File: config.mk
export PLATFORM = sky130hd
export DESIGN_NAME = bcd_event_counter_flat
export DESIGN_NICKNAME = d
export VERILOG_FILES = /design/src/rtl/bcd_event_counter_pkg.sv /design/src/rtl/bcd_event_counter_if.sv /design/src/rtl/bcd_event_counter_debounce_pulse.sv /design/src/rtl/bcd_event_counter.sv /design/src/flat_wrapper.sv
export SDC_FILE = /design/constraint.sdc
export NUM_CORES = 1
export LEC_CHECK = 0
export ABC_AREA = 1
export ABC_CLOCK_PERIOD_IN_PS = 1800
export BUFFER_PORTS_ARGS = -buffer_cell sky130_fd_sc_hd__buf_2
export CAP_MARGIN = 0
export CORE_MARGIN = 2
export CORE_UTILIZATION = 45
export CTS_BUF_LIST = sky130_fd_sc_hd__clkbuf_4 sky130_fd_sc_hd__clkbuf_8
export CTS_CLUSTER_SIZE = 30
export DETAILED_ROUTE_END_ITERATION = 12
export PLACE_DENSITY = 0.68
export SYNTH_ARGS = -nofsm -noshare
export SYNTH_HDL_FRONTEND = slang
export SYNTH_SLANG_ARGS = --single-unit
File: constraint.sdc
create_clock -name clk -period 1.8 [get_ports clk]
set_clock_uncertainty 0.05 [all_clocks]
set_input_delay 0.09 -clock clk [delete_from_list [all_inputs] [get_ports clk]]
set_output_delay 0.09 -clock clk [all_outputs]
set_load 0.03 [all_outputs]
File: src/rtl/bcd_event_counter_pkg.sv
// Shared types and helpers for the BCD event counter.
//   db_state_e  : debounce FSM states
//   digit_res_t : one BCD digit plus its carry/borrow out
//   SEG_BLANK   : all segments off (active-low)
//   bcd_to_seg  : 4-bit BCD -> 7-bit active-low gfedcba
//   bcd_inc/dec : single-digit increment/decrement with carry/borrow chaining
package bcd_event_counter_pkg;

    typedef enum logic [1:0] {
        StIdle,
        StPressWait,
        StHeld,
        StReleaseWait
    } db_state_e;

    typedef struct packed {
        logic       carry;
        logic [3:0] digit;
    } digit_res_t;

    localparam logic [6:0] SEG_BLANK = 7'b1111111;

    function automatic logic [6:0] bcd_to_seg(input logic [3:0] d);
        logic [6:0] s;
        case (d)
            4'd0:    s = 7'b1000000;
            4'd1:    s = 7'b1111001;
            4'd2:    s = 7'b0100100;
            4'd3:    s = 7'b0110000;
            4'd4:    s = 7'b0011001;
            4'd5:    s = 7'b0010010;
            4'd6:    s = 7'b0000010;
            4'd7:    s = 7'b1111000;
            4'd8:    s = 7'b0000000;
            4'd9:    s = 7'b0010000;
            default: s = SEG_BLANK;
        endcase
        return s;
    endfunction

    // cin=0 passes the digit through unchanged, so the chain only ripples
    // as far as the carries actually go.
    function automatic digit_res_t bcd_inc(input logic [3:0] d, input logic cin);
        digit_res_t r;
        r.carry = 1'b0;
        r.digit = d;
        if (cin) begin
            if (d >= 4'd9) begin
                r.digit = 4'd0;
                r.carry = 1'b1;
            end else begin
                r.digit = d + 4'd1;
            end
        end
        return r;
    endfunction

    function automatic digit_res_t bcd_dec(input logic [3:0] d, input logic bin);
        digit_res_t r;
        r.carry = 1'b0;
        r.digit = d;
        if (bin) begin
            if (d == 4'd0) begin
                r.digit = 4'd9;
                r.carry = 1'b1;
            end else begin
                r.digit = d - 4'd1;
            end
        end
        return r;
    endfunction

endpackage

File: src/rtl/bcd_event_counter_if.sv
// Bus between the event source/display side and the BCD event counter.
//   event_n, dir, clear             : driven by master (button side)
//   count_bcd, seg, max_flag,
//   zero_flag, limit_pulse          : driven by slave (counter)
interface bcd_event_counter_if #(
    parameter int unsigned DIGITS = 2
);
    logic                  event_n;
    logic                  dir;
    logic                  clear;
    logic [4*DIGITS-1:0]   count_bcd;
    logic [7*DIGITS-1:0]   seg;
    logic                  max_flag;
    logic                  zero_flag;
    logic                  limit_pulse;

    modport master (
        output event_n, dir, clear,
        input  count_bcd, seg, max_flag, zero_flag, limit_pulse
    );

    modport slave (
        input  event_n, dir, clear,
        output count_bcd, seg, max_flag, zero_flag, limit_pulse
    );
endinterface

File: src/rtl/bcd_event_counter_debounce_pulse.sv
// Synchroniser + debounce FSM for an active-low button.
//   clk, rst : clock, async active-high reset
//   event_n  : raw asynchronous active-low input
//   accept   : one-cycle pulse, high during the cycle whose rising edge
//              completes DEBOUNCE_CYCLES stable low samples
module debounce_pulse
    import bcd_event_counter_pkg::*;
#(
    parameter int unsigned DEBOUNCE_CYCLES = 4
) (
    input  logic clk,
    input  logic rst,
    input  logic event_n,
    output logic accept
);
    localparam int unsigned CntW = $clog2(DEBOUNCE_CYCLES + 1);
    localparam logic [CntW-1:0] CntLast = CntW'(DEBOUNCE_CYCLES - 1);
    localparam logic [CntW-1:0] CntOne  = CntW'(1);

    logic            sync1_q, sync2_q;
    db_state_e       state_q;
    logic [CntW-1:0] cnt_q;

    always_ff @(posedge clk or posedge rst) begin
        if (rst) begin
            sync1_q <= 1'b1;
            sync2_q <= 1'b1;
        end else begin
            sync1_q <= event_n;
            sync2_q <= sync1_q;
        end
    end

    // Decoded from current state so the count register updates on the very
    // edge that completes the stable run, not one cycle later.
    assign accept = !sync2_q &&
                    ((state_q == StIdle && DEBOUNCE_CYCLES == 1) ||
                     (state_q == StPressWait && cnt_q == CntLast));

    always_ff @(posedge clk or posedge rst) begin
        if (rst) begin
            state_q <= StIdle;
            cnt_q   <= '0;
        end else begin
            case (state_q)
                StIdle: begin
                    if (!sync2_q) begin
                        cnt_q   <= CntOne;
                        state_q <= (DEBOUNCE_CYCLES == 1) ? StHeld : StPressWait;
                    end
                end
                StPressWait: begin
                    if (sync2_q) begin
                        cnt_q   <= '0;
                        state_q <= StIdle;
                    end else begin
                        cnt_q <= cnt_q + CntOne;
                        if (cnt_q == CntLast) state_q <= StHeld;
                    end
                end
                StHeld: begin
                    if (sync2_q) begin
                        cnt_q   <= CntOne;
                        state_q <= (DEBOUNCE_CYCLES == 1) ? StIdle : StReleaseWait;
                    end
                end
                StReleaseWait: begin
                    if (!sync2_q) begin
                        cnt_q   <= '0;
                        state_q <= StHeld;
                    end else if (cnt_q == CntLast) begin
                        cnt_q   <= '0;
                        state_q <= StIdle;
                    end else begin
                        cnt_q <= cnt_q + CntOne;
                    end
                end
                default: begin
                    cnt_q   <= '0;
                    state_q <= StIdle;
                end
            endcase
        end
    end
endmodule

File: src/rtl/bcd_event_counter.sv
// Multi-digit BCD event counter with debounced active-low input.
//   clk, rst : clock, async active-high reset
//   bus      : slave side of bcd_event_counter_if
//              (event_n/dir/clear in; count_bcd/seg/flags/limit_pulse out)
module bcd_event_counter
    import bcd_event_counter_pkg::*;
#(
    parameter int unsigned DIGITS          = 2,
    parameter int unsigned DEBOUNCE_CYCLES = 4,
    parameter int unsigned WRAP            = 1
) (
    input  logic               clk,
    input  logic               rst,
    bcd_event_counter_if.slave bus
);
    localparam int unsigned CW = 4 * DIGITS;

    logic                accept;
    logic [CW-1:0]       count_q, inc_val, dec_val, step_val;
    logic [DIGITS:0]     carry, borrow;
    logic [7*DIGITS-1:0] seg;
    logic [DIGITS-1:0]   nine;
    logic                limit, limit_q;

    debounce_pulse #(
        .DEBOUNCE_CYCLES(DEBOUNCE_CYCLES)
    ) u_debounce (
        .clk    (clk),
        .rst    (rst),
        .event_n(bus.event_n),
        .accept (accept)
    );

    // Injecting 1 at digit 0 turns the chain into +1 / -1; the final
    // carry/borrow out is exactly the limit crossing.
    assign carry[0]  = 1'b1;
    assign borrow[0] = 1'b1;

    for (genvar i = 0; i < DIGITS; i++) begin : g_digit
        digit_res_t inc_r, dec_r;
        assign inc_r              = bcd_inc(count_q[4*i +: 4], carry[i]);
        assign dec_r              = bcd_dec(count_q[4*i +: 4], borrow[i]);
        assign inc_val[4*i +: 4]  = inc_r.digit;
        assign dec_val[4*i +: 4]  = dec_r.digit;
        assign carry[i+1]         = inc_r.carry;
        assign borrow[i+1]        = dec_r.carry;
        assign seg[7*i +: 7]      = bcd_to_seg(count_q[4*i +: 4]);
        assign nine[i]            = (count_q[4*i +: 4] == 4'd9);
    end

    assign limit    = bus.dir ? borrow[DIGITS] : carry[DIGITS];
    assign step_val = bus.dir ? dec_val : inc_val;

    always_ff @(posedge clk or posedge rst) begin
        if (rst) begin
            count_q <= '0;
            limit_q <= 1'b0;
        end else begin
            limit_q <= 1'b0;
            if (bus.clear) begin
                count_q <= '0;
            end else if (accept) begin
                limit_q <= limit;
                // Saturating mode holds the count at the limit.
                if (WRAP != 0 || !limit) count_q <= step_val;
            end
        end
    end

    assign bus.count_bcd   = count_q;
    assign bus.seg         = seg;
    assign bus.max_flag    = &nine;
    assign bus.zero_flag   = (count_q == '0);
    assign bus.limit_pulse = limit_q;
endmodule

File: src/flat_wrapper.sv
// flat-port wrapper written by rule: the top's interface ports become plain ports
module bcd_event_counter_flat import bcd_event_counter_pkg::*;
#(
    parameter int unsigned DIGITS          = 2,
    parameter int unsigned DEBOUNCE_CYCLES = 4,
    parameter int unsigned WRAP            = 1
)
  (clk, rst, bus_event_n, bus_dir, bus_clear, bus_count_bcd, bus_seg, bus_max_flag, bus_zero_flag, bus_limit_pulse);
  bcd_event_counter_if #(.DIGITS(DIGITS)) bus_i ();
  input  logic clk;
  input  logic rst;
  input wire logic [$bits(bus_i.event_n)-1:0] bus_event_n;
  input wire logic [$bits(bus_i.dir)-1:0] bus_dir;
  input wire logic [$bits(bus_i.clear)-1:0] bus_clear;
  output wire logic [$bits(bus_i.count_bcd)-1:0] bus_count_bcd;
  output wire logic [$bits(bus_i.seg)-1:0] bus_seg;
  output wire logic [$bits(bus_i.max_flag)-1:0] bus_max_flag;
  output wire logic [$bits(bus_i.zero_flag)-1:0] bus_zero_flag;
  output wire logic [$bits(bus_i.limit_pulse)-1:0] bus_limit_pulse;
  assign bus_i.event_n = bus_event_n;
  assign bus_i.dir = bus_dir;
  assign bus_i.clear = bus_clear;
  assign bus_count_bcd = bus_i.count_bcd;
  assign bus_seg = bus_i.seg;
  assign bus_max_flag = bus_i.max_flag;
  assign bus_zero_flag = bus_i.zero_flag;
  assign bus_limit_pulse = bus_i.limit_pulse;
  bcd_event_counter #(.DIGITS(DIGITS), .DEBOUNCE_CYCLES(DEBOUNCE_CYCLES), .WRAP(WRAP)) u_core (.clk(clk), .rst(rst), .bus(bus_i));
endmodule
# Yosys cells after proc, flatten, opt, wreduce, memory -nomap -nowiden
# Memories as Yosys holds them, arrays and structs flattened.
# Cells that the tools add are included.
dict set report word_totals {
  latch_bits 0
  output_inout_bits 25
  ff_bits 16
  romBits 224
  mem_bits_rw 0
  in_bits 5
  wordCells 69
  mem_count 2
}
dict set report classes {
  n_reduce_logical 13
  shifts 0
  order_cmp 2
  mux 29
  add_sub_neg 5
  n_eq_ne 11
  n_bitwise 0
  multipliers 0
  n_div 0
}
# memory words word_bits rd rd_clocked_by_memory_dff wr line
set mem_list {}
lappend mem_list {{(no name shown)} 16 7 1 0 0 bcd_event_counter_pkg.sv:25} ;# case (d)
lappend mem_list {{(no name shown)} 16 7 1 0 0 bcd_event_counter_pkg.sv:25}
# cell n
set ops {}
lappend ops {{$mux W8} 3}
lappend ops {{$mux W4} 4}
lappend ops {{$mux W3} 5}
lappend ops {{$mux W2} 6}
lappend ops {{$pmux W3 S4} 1}
lappend ops {{$mux W5} 2}
lappend ops {{$add A4 B1 Y4 const B} 2}
lappend ops {{$eq A4 B4 Y1 const B} 2}
lappend ops {{$ge A4 B4 Y1 const B} 2}
lappend ops {{$logic_not A4 Y1} 2}
lappend ops {{$logic_not A8 Y1} 1}
lappend ops {{$pmux W2 S4} 1}
lappend ops {{$sub A4 B1 Y4 const B} 2}
lappend ops {{$mux W1} 7}
lappend ops {{$eq A2 B2 Y1 const B} 2}
lappend ops {{$ne A2 B2 Y1 const B} 2}
lappend ops {{$reduce_and A2 Y1} 2}
lappend ops {{$reduce_and A4 Y1} 1}
lappend ops {{$add A3 B1 Y3 const B} 1}
lappend ops {{$eq A3 B2 Y1 const B} 1}
lappend ops {{$ne A3 B1 Y1 const B} 1}
lappend ops {{$ne A3 B2 Y1 const B} 1}
lappend ops {{$ne A3 B3 Y1 const B} 1}
lappend ops {{$reduce_and A3 Y1} 1}
lappend ops {{other kinds (6)} 7}

# Longest topological paths before layout
dict set report logic_depth {
  ltp_word 6
  ltp_mapped 10
  depth_no_buf 10
}

# Cells and area by module
# From an unflattened synthesis, not the netlist that was laid out.
dict set report unflattened {
  hier_cells 221
  area_unflattened_um2 1456.4
}
# module instances cells_each area_each_um2
set modules_own_cells {}
lappend modules_own_cells {bcd_event_counter 1 169 1058.5}
lappend modules_own_cells {debounce_pulse 1 52 397.9}

# Least setup slack after synthesis
# OpenSTA, ideal clock, no wires.
dict set report synth_path {
  kind {register to output}
  start {register u_core.count_q[0], in the netlist u_core.bus.count_bcd[0]}
  end {output port bus_seg[3]}
  arrival_time_ps 1910
  stages_incl_launch_ff 6
  required_ps 1660
  setup_slack_ps -250
  path_buffers 0
  cell_sequence {dfrtp_1 > inv_1 > ha_1 > nand2_1 > inv_1 > o21ai_0}
}
dict set report synth_between {
  elab_chain_len 1
}
# element line
set synth_lines {}
lappend synth_lines {{start, declared} bcd_event_counter.sv:19} ;# logic [CW-1:0] count_q, inc_val, dec_val, step_val;
lappend synth_lines {{start signal, assigned} bcd_event_counter.sv:65} ;# if (WRAP != 0 || !limit) count_q <= step_val;
lappend synth_lines {{$mem_v2 Z16 W7} --}
lappend synth_lines {{end, declared} flat_wrapper.sv:16} ;# output wire logic [$bits(bus_i.seg)-1:0] bus_seg;
# No other way between the ends.

# Final worst setup path
dict set report layout_path {
  start {register u_core.count_q[0], in the netlist u_core.bus.count_bcd[0]}
  end {output port bus_seg[6]}
}
# Same word-level chain as after synthesis.

==> reports/qor.yml <==
clocking:
  cts_sinks: 16
  clk_latency_ns: 0.29
  numCtsBuffers: 3
  clockRootBuffer: "clkbuf_4"
  clk_pin_slew_ns: 0.09
  cts_max_level: 1
  cts_buffer_depth: 2
  cts_tree: "done"
layout:
  final_util_pct: 58.5
  multi_input_area_sq_um: 897
  final_area_sq_mm: 0.00174
  mostFrequentLayoutCell: "nand2_1"
  diodes: 0
  final_cell_mix: "nand2_1, buf_2, inv_1"
  seq_area_sq_um: 409
  area_growth_pct: 27.4
  drive_gt1_share_pct: 29.0
  n_fill_cell: 287
  layout.nets: 266
yosys:
  postSynthCellCount: 206
  avgSynthCellArea_sq_um: 6.64
  syn_area_sq_mm: 0.00137
  ys_seq_area_share_pct: 29.5
  ys_ff_latch: 16
  yosys_warnings: 0
  synth_cell_types: 26
  synthesis.nets: 226
routing:
  vias: 1445
  vias_per_cell: 5.20
  firstDrtPassIters: 4
  first_iter_violations: 68
  wirelength_um: 3180
  route.detailed.drc: 0
  drtAntennaViolNets: 0
  avgRoutedWirePerCell_um: 11.4
pwr:
  switching_share_pct: 48.0
  intPower_uw: 884
  ir_drop_mv: 0.851
  p_clk_share_pct: 13.8
  p_switching_uw: 816
  leakagePower_uw: 0.000984
  powerDensity_mw_per_mm2: 976
  seqPwrFrac_pct: 31.3
  power_frac_comb_pct: 54.9
placed_design:
  hpwl_um: 2400
  gp_congestion: 0.860
  placed_area_sq_mm: 0.00159
  portBuffers: 29
timing:
  hold_slack_ns: 0.0629
  finalCritPeriodShare_pct: 96.6
  tightest_slew_ns: 0.579
  timing.fmax_mhz: 575
  hold_viol_final: 0
  maxSlewHeadroom_pct: 61.4
  slew_violations: 0
  tns_ns: 0
  rsz0062_at_grt: "yes"
  fin_crit_ns: 1.74
  setup_violations: 0
setup_path:
  reg2reg_depth: 8
  startpoint_type: "flop"
  worst_ep_arrival_time_ns: 1.60
  required_ns: 1.66
  critPathKind: "flop to primary output"
  crit_chain: "buf_6 -> ha_1 -> nand2_1 -> inv_1 -> o21ai_0 -> nand2_1 -> buf_4"
  crit_top_cell: "nand2_1"
  critPathCaptureType: "primary output"
  crit_fanout: 5
  slowest_delay_ns: 0.46
  cp_slowest_cell: "dfrtp_2"
floorplan:
  row_count: 20
  die_area_sq_mm: 0.00350
  io_pins: 30
  die_y_um: 59.1
  start_util_pct: 45.9
  coreArea_sq_mm: 0.00298
  fp.dieW_um: 59.1
hold_path:
  hp-class: "input pin to flop"
  hold_depth: 3
grt:
  grt_max_degree: 17
  grt.total_usage_pct: 19.0
  grt_pass1_vias: 1193
  antenna_found_initial: 0
  grt-ovfl-total: 0
  grt_pass1_wl_um: 5040
job:
  max_cap_violations: 0
outcome:
  status: "finished, final reports clean"
-- stage by stage --
| step | worst slack (ns) | power, uW | std cells |
|---|---|---|---|
| floorplan | -0.0196 | 1160 | 206 |
| global placement | 0.0962 | 1390 | 270 |
| detailed placement | 0.117 | 1390 | 270 |
| CTS | 0.00903 | 1660 | 277 |
| global route | -0.0164 | 1830 | 278 |
| finish | 0.0615 | 1700 | 278 |
-- repair_timing --
item	in CTS	in global routing
endpoints found under the hold margin	15	0
pin swaps	0	1
hold buffers	2	0
setup endpoints to repair	7	8
gates resized for setup	14	21
setup buffers	1	1
-- routing by layer --
metal  part of all wire [%]  GRT usage [%]  wire (um)
met1                     49           24.6       1550
met2                     47           32.2       1480
met3                    3.7           4.59        119
met4                   0.94           3.90         30
met5                      0              0          0
-- path summary, 6_finish.rpt --
check | start | endpoint | slack (ns)
min in group asynchronous | rst | u_core.u_debounce.state_q[0] | 0.35
max in group asynchronous | rst | u_core.bus.count_bcd[5] | 0.94
setup reg to reg | u_core.u_debounce.cnt_q[0] | u_core.bus.count_bcd[7] | 0.19
hold reg to reg | u_core.u_debounce.sync1_q | u_core.u_debounce.sync2_q | 0.31
setup / recovery | u_core.bus.count_bcd[0] | bus_seg[6] | 0.06
hold / removal | bus_dir | u_core.bus.limit_pulse | 0.06
-- sequential cells by signal, indices dropped and copies added (netlist names), named ones only --
name                       flops
u_core.u_debounce.sync2_q      1
u_core.bus.limit_pulse         1
u_core.u_debounce.cnt_q        3
u_core.u_debounce.state_q      1
u_core.u_debounce.sync1_q      1
u_core.bus.count_bcd           8
-- kinds of logic after synthesis --
kind of cell | count (synthesis) | share of synthesized area [%]
AND/OR/NAND/NOR | 112 | 34.6
AO/OA/AOI/OAI | 32 | 13.2
buffers and inverters | 31 | 9.06
flip-flops | 16 | 29.5
adder cells (fa/ha/maj) | 15 | 13.7
-- cell usage after synthesis --
library cell / instances / share of area, %
o21ai_1: 2 / 0.73
o22ai_1: 2 / 0.91
nor2_2: 2 / 0.91
and2_1: 1 / 0.46
dfrtp_1: 14 / 26
o31ai_1: 1 / 0.55
dfstp_2: 2 / 3.8
buf_2: 3 / 1.1
or2_2: 1 / 0.46
nand3b_1: 1 / 0.55
buf_4: 1 / 0.55
nand4_1: 4 / 1.8
o221ai_1: 1 / 0.64
nor3_1: 2 / 0.73
o211ai_1: 3 / 1.6
nor2_1: 18 / 4.9
inv_1: 24 / 6.6
o21ai_0: 15 / 5.5
a21boi_1: 1 / 0.55
inv_2: 3 / 0.82
nand3_2: 2 / 1.5
nand2_1: 70 / 19
a31oi_1: 1 / 0.46
nand3_1: 11 / 4.0
ha_1: 15 / 14
a21oi_1: 6 / 2.2
-- power by group through the flow --
stage / logic (uW) / clock network (uW) / registers [uW]
2_1_floorplan: 624 / 0 / 541
3_3_place_gp: 861 / 0 / 527
3_5_place_dp: 859 / 0 / 528
4_1_cts: 891 / 246 / 525
5_1_grt: 1020 / 263 / 543
6_report: 934 / 235 / 532
-- layout make-up --
type / instances / share of cell area (%)
multi-input cells: 159 / 51.5
flip-flops and latches: 16 / 23.5
repair buffers: 39 / 14.5
inverters: 27 / 6.10
well taps: 33 / 2.37
clock buffers: 4 / 2.08
-- critical path, delay by kind of cell, from the launching register on --
family                   cells  cell delay, ns
AO/OA/AOI/OAI                1            0.13
adder cells (fa/ha/maj)      1            0.20
buffers and inverters        3            0.36
flip-flops                   1            0.46
AND/OR/NAND/NOR              2            0.15
Power figures use the tool's default switching activity.
